`src/rtl/gray_pointer_sync.sv`:
```
// Destination-side synchroniser for a Gray-coded FIFO pointer, with binary conversion, move delta and refill flag.
// Latency: gray_pointer_o after SYNC_STAGES edges, binary/delta/changed one edge later; no backpressure (samples every edge).
module gray_pointer_sync #(
    parameter int ADDRESS_SIZE = 3,
    parameter int SYNC_STAGES  = 2
) (
    input  logic                  clk_i,
    input  logic                  reset_i,
    input  logic [ADDRESS_SIZE:0] gray_pointer_i,
    output logic [ADDRESS_SIZE:0] gray_pointer_o,
    output logic [ADDRESS_SIZE:0] binary_pointer_o,
    output logic                  pointer_changed_o,
    output logic [ADDRESS_SIZE:0] delta_o,
    output logic                  sync_valid_o
);

    localparam int W  = ADDRESS_SIZE + 1;
    localparam int CW = $clog2(SYNC_STAGES + 2);
    localparam logic [CW-1:0] FILL_DONE = CW'(SYNC_STAGES + 1);
    localparam logic [CW-1:0] FILL_LAST = CW'(SYNC_STAGES);

    generate
        if (SYNC_STAGES < 2 || SYNC_STAGES > 8) begin : g_bad_stages
            $error("gray_pointer_sync: SYNC_STAGES must be in 2..8");
        end
    endgenerate

    logic [W-1:0]  sync_q [SYNC_STAGES];
    logic [W-1:0]  bin_c;
    logic [CW-1:0] fill_cnt;

    // Plain flop chain: stage 0 is the only flop that sees the foreign-domain bus.
    always_ff @(posedge clk_i or posedge reset_i) begin
        if (reset_i) begin
            for (int k = 0; k < SYNC_STAGES; k++) begin
                sync_q[k] <= '0;
            end
        end else begin
            sync_q[0] <= gray_pointer_i;
            for (int k = 1; k < SYNC_STAGES; k++) begin
                sync_q[k] <= sync_q[k-1];
            end
        end
    end

    assign gray_pointer_o = sync_q[SYNC_STAGES-1];

    always_comb begin
        bin_c        = '0;
        bin_c[W-1]   = gray_pointer_o[W-1];
        for (int i = W - 2; i >= 0; i--) begin
            bin_c[i] = bin_c[i+1] ^ gray_pointer_o[i];
        end
    end

    // Delta wraps modulo 2^W, so a multi-code jump or a wrap through zero reports the true distance.
    always_ff @(posedge clk_i or posedge reset_i) begin
        if (reset_i) begin
            binary_pointer_o  <= '0;
            delta_o           <= '0;
            pointer_changed_o <= 1'b0;
        end else begin
            binary_pointer_o  <= bin_c;
            delta_o           <= bin_c - binary_pointer_o;
            pointer_changed_o <= (bin_c != binary_pointer_o);
        end
    end

    always_ff @(posedge clk_i or posedge reset_i) begin
        if (reset_i) begin
            fill_cnt     <= '0;
            sync_valid_o <= 1'b0;
        end else begin
            if (fill_cnt != FILL_DONE) begin
                fill_cnt <= fill_cnt + CW'(1);
            end
            sync_valid_o <= sync_valid_o | (fill_cnt == FILL_LAST);
        end
    end

endmodule

```
`config.mk`:
```
export PLATFORM = sky130hd
export DESIGN_NAME = gray_pointer_sync
export DESIGN_NICKNAME = d
export VERILOG_FILES = /design/src/rtl/gray_pointer_sync.sv
export SDC_FILE = /design/constraint.sdc
export NUM_CORES = 1
export LEC_CHECK = 0
export BUFFER_PORTS_ARGS = -buffer_cell sky130_fd_sc_hd__clkbuf_2
export CORE_UTILIZATION = 49
export CTS_CLUSTER_DIAMETER = 100
export DETAILED_ROUTE_END_ITERATION = 16
export PLACE_DENSITY = 0.87
export SETUP_SLACK_MARGIN = 0.5
export SYNTH_ARGS = -nofsm -noshare
export SYNTH_HDL_FRONTEND = slang
export SYNTH_SLANG_ARGS = --single-unit
```
`constraint.sdc`:
```
create_clock -name clk_i -period 2.1 [get_ports clk_i]
set_input_delay 0.105 -clock clk_i [delete_from_list [all_inputs] [get_ports clk_i]]
set_output_delay 0.105 -clock clk_i [all_outputs]
set_load 0.01 [all_outputs]
```
== Yosys cells after proc, flatten, opt, wreduce, memory -nomap -nowiden ==
Index checks and enable logic that the tools add are counted.
Operators by class
  add/sub/neg operators: 2
  equality and inequality tests: 3
  bitwise operators: 4
Operators with widths (number)
  $ne A4 B4 Y1: 1
  $sub A4 B4 Y4: 1
  $xor A1 B1 Y1: 3
  $add A2 B1 Y2 const B: 1
  $eq A2 B2 Y1 const B: 1
  $ne A2 B2 Y1 const B: 1
  $or A1 B1 Y1: 1
Storage, ports and cells
  flip-flop bits (word level): 20
  bits of input ports: 6
  output and inout bits: 14
  word-level logic and storage cells: 16

== Logic depth before layout (Yosys ltp) ==
Gate-level depths: netlist (run 1).
  depth in word-level cells: 4
  mapped depth: 7

== Least setup slack after synthesis (run 1) ==
No wires, ideal clock.
  kind: reg2reg
  start: register sync_q (netlist bit gray_pointer_o[3])
  end: register delta_o[2]
  library setup time: 124 ps
  arrival time: 1652 ps
  setup slack: 325 ps
  cell stages (with the launch flop): 8
  buffers on the path: 0
  period minus slack after synthesis: 1775 ps
  cell sequence: dfrtp_1 xor2_2 xnor2_2 xor2_1 ha_1 inv_1 fa_1 xor2_1
On the way
  cells in the longest elaborated chain, start to end: 4
RTL lines
  from (decl): line 28  | logic [W-1:0] sync_q [SYNC_STAGES];
  from (signal, indexed assignment): line 41  | sync_q[k] <= sync_q[k-1];
  $xor A1 B1 Y1 *: line 52  | bin_c[i] = bin_c[i+1] ^ gray_pointer_o[i];
  net bin_c[2]: line 29  | logic [W-1:0] bin_c;
  $xor A1 B1 Y1 (2 in a row): line 52
  $sub A4 B4 Y4 *: line 64  | delta_o <= bin_c - binary_pointer_o;
  to (signal assigned): line 64
  to (decl): line 13  | output logic [ADDRESS_SIZE:0] delta_o,
Mark *: on every way through the listed nets, which the timed path passes. The rest lies on a longest branch.
A chain may end at the register's enable or synchronous reset.

== Final worst setup path (run 1) ==
Ends and elaborated chain as after synthesis.

==> flow_summary.ini, run 1 <==
[yosys]
yosys.cell_types.count = 15
synth_top_family_by_area = XOR/XNOR gates
yosysSeqAreaShare_pct = 65.9
yosys_register_bits = 20
synth_fa_ha_area_share_pct = 10.9
synth_simple_gate_area_share_pct = 2.14
syn_avg_cell_area_um2 = 14.9
syn-instance-count = 51
synth-compound-area-share_pct = 2.47
synth.net_count = 63
synth-xor-area-share_pct = 11.2
ys_warn_count = 0
synthMuxAreaShare_pct = 0
syn_area_um2 = 759

[cells_and_area]
area_growth_pct = 32.3
final_nets = 92
drive_above_1_share_pct = 44.3
diodes = 0
fin_cells = 94
design_area_mm2 = 0.00100

[global_route]
track_usage_pct = 18.3
grt_pass1_vias = 476
grt_pass1_wl_mm = 1.88
grt_max_degree = 21
antenna_found_initial = 0
grt_overflow_total = 0

[worst_setup_path]
end_kind = flop
crit_required_ns = 2.30
rr_startpoint = gray_pointer_o[3]
max_stage_delay_ns = 0.49
critPathSlowestCell = dfrtp_2
path_cells = xor2_4 -> xnor2_2 -> xor2_1 -> ha_1 -> inv_1 -> fa_2 -> xor2_1
crit_start = gray_pointer_o[3]
critPathMostFrequentCell = xor2_1
critPathKind = flop to flop
critical_path.max_fanout = 4
arrival_ns = 2.05
worst_setup_path_start_kind = flop

[detailed_routing]
drtAntennaViolNets = 0
drt_wl_total_mm = 1.26
met1Wirelength_um = 456
route.vias.total = 447
firstDrtPassIters = 1
route.met2.wl_um = 751
route.met3.wl_um = 50
drt_iter0_drc = 0
via_per_inst = 4.76
drc = 0
post_drt_wl_per_cell_um = 13.4
top_layer_used = met4

[placement]
placed_cells = 81
dpl.hpwl_um = 835
place_area_um2 = 843
portBuffers = 19
gp_congestion = 0.674

[clock_tree]
root_buffer = clkbuf_4
cts.sinks = 20
cts_tree = done
htreeDepth = 1
path_clk_slew_ns = 0.12
clockBufferDepth = 2
cts_inserted_buffers = 3
insertion_delay_ns = 0.30

[timing]
fin_crit_sh_pct = 88.3
tns_ns = 0
maxSlewViolCount = 0
max_freq_mhz = 539
rsz0062_at_grt = true
worst_hold_slack_ns = 0.357
timing.max_slew.rel_slack_pct = 51.3
fin_crit_ns = 1.85
hold_viol = 0
setup_viol = 0
worst_slew_pin_slew_ns = 0.730
fin_worst_skew_ns = 0.00576

[floorplanning]
rows = 13
die_w_um = 41.4
die_area_mm2 = 0.00171
initial_core_util_pct = 55.6
ioPinCount = 20
coreArea_mm2 = 0.00137
die_h_um = 41.4

[pwr]
p_leak_nw = 0.500
power_density_mw_per_mm2 = 987
power_w = 0.000991
peakVddDrop_mv = 0.731

[worst_hold_path]
min_from = sync_q[6]
hold_class = flop to flop

[status]
outcome = finished, final reports clean

[job]
drv_cap = 0
## cell type report
type / count / area (um2)
clock inverters: 1 / 30.0
well taps: 15 / 18.8
fillers: 96 / 362
multi-input cells: 20 / 229
repair buffers: 28 / 175
flip-flops and latches: 20 / 503
clock buffers: 3 / 22.5
inverters: 7 / 26.3
## cells in the mapped netlist
master,instances,share of area [%]
nand4_1,1,0.82
xnor2_2,1,2.1
xor2_1,2,2.3
a31oi_1,1,0.82
dfrtp_1,20,66
or2_2,1,0.82
ha_1,5,8.2
inv_1,7,3.5
o21ai_0,1,0.66
xor2_2,1,2.1
fa_1,1,2.6
nand2_1,1,0.49
xnor2_1,4,4.6
a21o_1,1,0.99
buf_4,4,4.0
## path summary, 6_finish.rpt
path,to,slack [ns],depth (start not counted)
min reg2reg,gray_pointer_o[2],0.36,0
max reg2reg,delta_o[2],0.25,7
max in group asynchronous,gray_pointer_o[3],1.16,3
min,gray_pointer_o[2],0.36,0
max,delta_o[2],0.25,7
min in group asynchronous,sync_q[7],0.45,3
## kinds of logic (layout without fill, tap and decap cells)
kind of cell	count (synthesis)	after routing
flip-flops	20	20
buffers and inverters	11	39
XOR/XNOR	8	8
adder cells (fa/ha/maj)	6	6
AO/OA/AOI/OAI	3	3
AND/OR/NAND/NOR	3	3
## registers in the layout (all words and copies together), names as in the netlist
signal / count
binary_pointer_o: 4
delta_o: 4
fill_cnt: 2
gray_pointer_o: 4
pointer_changed_o: 1
sync_q: 4
sync_valid_o: 1
## routing by layer
layer / vias to the layer above / GRT usage (%)
met5: - / 0
li1: 207 / -
met3: 2 / 4.79
met2: 15 / 38.3
met1: 223 / 15.5
met4: 0 / 7.26
## critical path, delay by kind of cell, from the launching register on
kind                       cells  cell delay [ns]
adders and majority gates      2             0.51
DFF                            1             0.49
buffers and inverters          1             0.06
xor gates and xnor gates       4             0.69
## what timing repair did
action	CTS	global route
endpoints found under the hold margin	24	0
buffers inserted	3	1
hold buffers	5	0
gates resized for setup	7	0
setup endpoints to repair	3	4
pin swaps	4	3
## metrics by stage
step	setup slack (ns)	utilization (%)
after floorplan	0.325	-
after global placement	0.264	61.7
after detailed placement	0.157	61.7
after CTS	0.254	73.0
after global routing	0.196	73.5
final	0.246	73.5
## cells in the final DEF (no fill, tap or decap)
master / count
xor2_4: 1
xnor2_1: 4
fa_2: 1
nand2_1: 1
inv_2: 1
clkbuf_4: 3
clkbuf_2: 19
a31oi_1: 1
ha_1: 4
buf_4: 4
inv_1: 6
dfrtp_2: 2
ha_4: 1
nand4_1: 1
xnor2_2: 1
dlygate4sd3_1: 5
a21o_1: 1
bufinv_16: 1
dfrtp_1: 18
or2_2: 1
xor2_1: 2
o21ai_0: 1
## where the power goes
part           total [W]  switching [W]  internal (W)
sequential      0.000460      0.0000216      0.000439
clock           0.000312       0.000120      0.000193
combinational   0.000219       0.000112      0.000106
(Power assumes the default switching activity.)
==> run 2: changes to the inputs <==
- CORE_UTILIZATION: 49 -> 44
- PLACE_DENSITY: 0.87 -> 0.83
- RECOVER_POWER: not set -> 100
- clock period: 2.1 -> 1.65 ns (I/O delays scaled with it)
==> flow_summary.ini, run 2 (synthesis gave the netlist of run 1 again) <==
[status]
outcome = complete, but fails checks
violations = design-rule violations, negative setup slack

[timing]
timing.max_slew.rel_slack_pct = 52.9
fin_crit_sh_pct = 106
hold_viol = 0
fin_crit_ns = 1.75
worst_slew_pin_slew_ns = 0.706
maxSlewViolCount = 0
setup_viol = 3
rsz0062_at_grt = true
max_freq_mhz = 572
fin_worst_skew_ns = 0.00149
worst_slack_ns = -0.0970

[floorplanning]
coreArea_mm2 = 0.00156
rows = 14
die_w_um = 43.5
die_area_mm2 = 0.00190
die_h_um = 43.5
initial_core_util_pct = 48.7
ioPinCount = 20

[worst_setup_path]
critPathSlowestCell = dfrtp_1
max_stage_delay_ns = 0.42
critPathMostFrequentCell = xor2_1
rrSetupSlack_ns = -0.1
path_cells = xor2_2 -> xnor2_2 -> xor2_1 -> ha_1 -> inv_1 -> fa_2 -> xor2_1
worst_setup_path_start_kind = flop
critical_path.max_fanout = 2
rr_startpoint = gray_pointer_o[2]
critical_path_buf_inv_count = 1
critPathKind = flop to flop
reg2reg_to = delta_o[2]
arrival_ns = 1.94
end_kind = flop
rr_worst_depth = 7
crit_required_ns = 1.84
crit_family = XOR/XNOR gates

[placement]
pre_cts_ws_ns = -0.127
portBuffers = 19
placed_cells = 87
gp_congestion = 0.746
place_area_um2 = 882

[worst_hold_path]
hold_class = flop to flop
hold_path_end = gray_pointer_o[1]
whs_path_depth = 0
min_from = sync_q[5]

[global_route]
grt_overflow_total = 0
grt_pass1_vias = 497
track_usage_pct = 15.9
grt_pass1_wl_mm = 2.06
grt_max_degree = 21
antenna_found_initial = 0

[detailed_routing]
route.vias.total = 460
drtAntennaViolNets = 0
post_drt_wl_per_cell_um = 11.7
via_per_inst = 4.69
drt_wl_total_mm = 1.15
firstDrtPassIters = 9
drt_iter0_drc = 5
drc = 1

[cells_and_area]
area_growth_pct = 33.6
fin_cells = 98
layout_commonest_cell = dfrtp_1
mostFrequentLayoutCells = dfrtp_1, clkbuf_1, inv_1
drive_above_1_share_pct = 26.8
design_area_mm2 = 0.00101
diodes = 0
final_nets = 95

[job]
drv_cap = 0

[clock_tree]
htreeDepth = 1
insertion_delay_ns = 0.29
path_clk_slew_ns = 0.11
cts_tree = done
cts_inserted_buffers = 3
cts.sinks = 20
clockBufferDepth = 2
root_buffer = clkbuf_4

[pwr]
power_density_mw_per_mm2 = 1220
p_leak_nw = 0.481
peakVddDrop_mv = 0.766
power_w = 0.00124
run 2: timing repair:
action	in CTS	in global routing
setup buffers	2	0
endpoints found under the setup margin	5	8
resized for setup	5	4
hold endpoints to repair	24	0
hold buffers	5	0
pin swaps	5	3
run 2: layout make-up:
cell class              count  area [um2]
inverters                   7        26.3
clock buffers               3        22.5
fillers                   134         544
flip-flops and latches     20         500
repair buffers             31         190
multi-input cells          20         225
clock inverters             1        30.0
well taps                  16        20.0
run 2: worst max path at each step:
stage                      start          to  slack (ns)  cells past startpoint
5_1_grt        gray_pointer_o[2]  delta_o[2]       -0.21                      7
3_3_place_gp   gray_pointer_o[2]  delta_o[2]       -0.08                      7
3_5_place_dp   gray_pointer_o[2]  delta_o[2]       -0.13                      7
2_1_floorplan  gray_pointer_o[3]  delta_o[2]       -0.13                      7
4_1_cts        gray_pointer_o[3]  delta_o[2]       -0.12                      7
6_report       gray_pointer_o[2]  delta_o[2]        -0.1                      7
run 2: layer usage:
| layer | vias to the layer above | share of wire [%] | GRT usage, % |
|---|---|---|---|
| met2 | 16 | 56 | 30.7 |
| met1 | 225 | 37 | 14.4 |
| met3 | 4 | 5.2 | 5.42 |
| li1 | 215 | - | - |
| met5 | - | 0 | 0 |
| met4 | 0 | 1.5 | 7.50 |
run 2: power by group:
part	switching [W]	internal, W	total [W]
logic	0.000145	0.000126	0.000270
clock network	0.000142	0.000245	0.000387
registers	0.0000248	0.000558	0.000583
run 2: through the flow:
| step | hold WS (ns) | utilization (%) | TNS, ns |
|---|---|---|---|
| after global placement | 0.191 | 56.6 | -0.107 |
| final | 0.361 | 65.1 | -0.229 |
| after global routing | 0.374 | 65.1 | -0.565 |
| after detailed placement | 0.193 | 56.6 | -0.232 |
| after floorplan | 0.0463 | - | -0.170 |
| after CTS | 0.367 | 65.8 | -0.285 |
==> run 3: changes to the inputs <==
- SETUP_SLACK_MARGIN: 0.5 -> 0.15
==> flow_summary.ini, run 3 (synthesis gave the netlist of run 1 again) <==
[clock_tree]
cts_tree = done
insertion_delay_ns = 0.29
clockBufferDepth = 2
root_buffer = clkbuf_4
cts.sinks = 20
path_clk_slew_ns = 0.11
htreeDepth = 1
cts_inserted_buffers = 3

[cells_and_area]
area_growth_pct = 31.3
n_fill_cell = 136
layout_commonest_cell = dfrtp_1
final_util_pct = 64.0
final_nets = 95
mostFrequentLayoutCells = dfrtp_1, clkbuf_1, inv_1, buf_4
diodes = 0
fin_cells = 98
design_area_um2 = 997
drive_above_1_share_pct = 26.8

[global_route]
track_usage_pct = 15.8
grt_max_degree = 21
grt_pass1_wl_mm = 2.05
grt_overflow_total = 0
antenna_found_initial = 0
grt_pass1_vias = 499

[floorplanning]
die_area_mm2 = 0.00190
initial_core_util_pct = 48.7
coreArea_mm2 = 0.00156
ioPinCount = 20
rows = 14
die_h_um = 43.5
die_w_um = 43.5

[worst_setup_path]
path_cells = xor2_2 -> xnor2_2 -> xor2_1 -> ha_1 -> inv_1 -> fa_2 -> xor2_1
critPathMostFrequentCell = xor2_1
end_kind = flop
rr_worst_depth = 7
critical_path.max_fanout = 2
max_stage_delay_ns = 0.42
critPathSlowestCell = dfrtp_1
worst_setup_path_start_kind = flop
rr_startpoint = gray_pointer_o[2]
crit_required_ns = 1.84
rrSetupSlack_ns = -0.09
arrival_ns = 1.94
critPathKind = flop to flop
reg2reg_to = delta_o[2]

[worst_hold_path]
min_from = sync_q[5]
whs_path_depth = 0
hold_path_end = gray_pointer_o[1]
hold_class = flop to flop

[detailed_routing]
drc = 1
drt_iter0_drc = 5
drt_wl_total_mm = 1.14
post_drt_wl_per_cell_um = 11.6
route.vias.total = 458
firstDrtPassIters = 9
drtAntennaViolNets = 0
via_per_inst = 4.67

[timing]
worst_slack_ns = -0.0949
fin_crit_sh_pct = 106
timing.max_slew.rel_slack_pct = 52.7
tns_ns = -0.217
maxSlewViolCount = 0
worst_slew_pin_slew_ns = 0.708
fin_worst_skew_ns = 0.00133
rsz0062_at_grt = true
setup_viol = 3
fin_crit_ns = 1.74
hold_viol = 0
max_freq_mhz = 573

[status]
outcome = complete, but fails checks
violations = design-rule violations, negative setup slack

[pwr]
p_leak_nw = 0.474
power_density_mw_per_mm2 = 1230
peakVddDrop_mv = 0.747

[placement]
place_area_um2 = 882
gp_congestion = 0.746
pre_cts_ws_ns = -0.127
placed_cells = 87
portBuffers = 19

[job]
drv_cap = 0
[run 3: timing repair]
action	in CTS	in global routing
setup buffers	2	0
hold endpoints to repair	24	0
endpoints found under the setup margin	4	4
pin swaps	5	3
resized for setup	3	0
hold buffers	5	0
[run 3: worst max-delay path by stage]
stage,endpoint,slack [ns],start,cells past startpoint
6_report,delta_o[2],-0.09,gray_pointer_o[2],7
5_1_grt,delta_o[2],-0.21,gray_pointer_o[2],7
4_1_cts,delta_o[2],-0.12,gray_pointer_o[3],7
3_5_place_dp,delta_o[2],-0.13,gray_pointer_o[2],7
3_3_place_gp,delta_o[2],-0.08,gray_pointer_o[2],7
2_1_floorplan,delta_o[2],-0.13,gray_pointer_o[3],7
[run 3: report_power, final]
part	internal (W)	leakage [nW]	switching, W
clock	0.000245	0.0279	0.000143
sequential	0.000558	0.222	0.0000243
combinational	0.000119	0.224	0.000141
[run 3: area by class of cell]
type / count / area [um2] / share of cell area [%]
well taps: 16 / 20.0 / 2.01
clock inverters: 1 / 30.0 / 3.01
flip-flops and latches: 20 / 500 / 50.2
multi-input cells: 20 / 218 / 21.8
inverters: 7 / 26.3 / 2.63
repair buffers: 31 / 180 / 18.1
clock buffers: 3 / 22.5 / 2.26
[run 3: worst max-delay path, delay by kind of cell (launching register included)]
| family | cells | cell delay (ns) |
|---|---|---|
| DFF | 1 | 0.42 |
| buffers and inverters | 1 | 0.06 |
| adders and majority gates | 2 | 0.48 |
| xor gates and xnor gates | 4 | 0.68 |
[run 3: per-stage QoR]
| step | hold slack, ns | power, W |
|---|---|---|
| 3_5_place_dp | 0.193 | 0.000842 |
| 3_3_place_gp | 0.191 | 0.000831 |
| 2_1_floorplan | 0.0463 | 0.000737 |
| 5_1_grt | 0.374 | 0.00130 |
| 4_1_cts | 0.367 | 0.00126 |
| 6_report | 0.361 | 0.00123 |
[run 3: layer usage]
layer,wire [um],global-route usage [%],vias up,part of all wire [%]
li1,-,-,214,-
met1,418,14.1,223,37
met2,635,30.7,17,56
met3,65,5.42,4,5.7
met4,17,7.50,0,1.5
met5,0,0,-,0
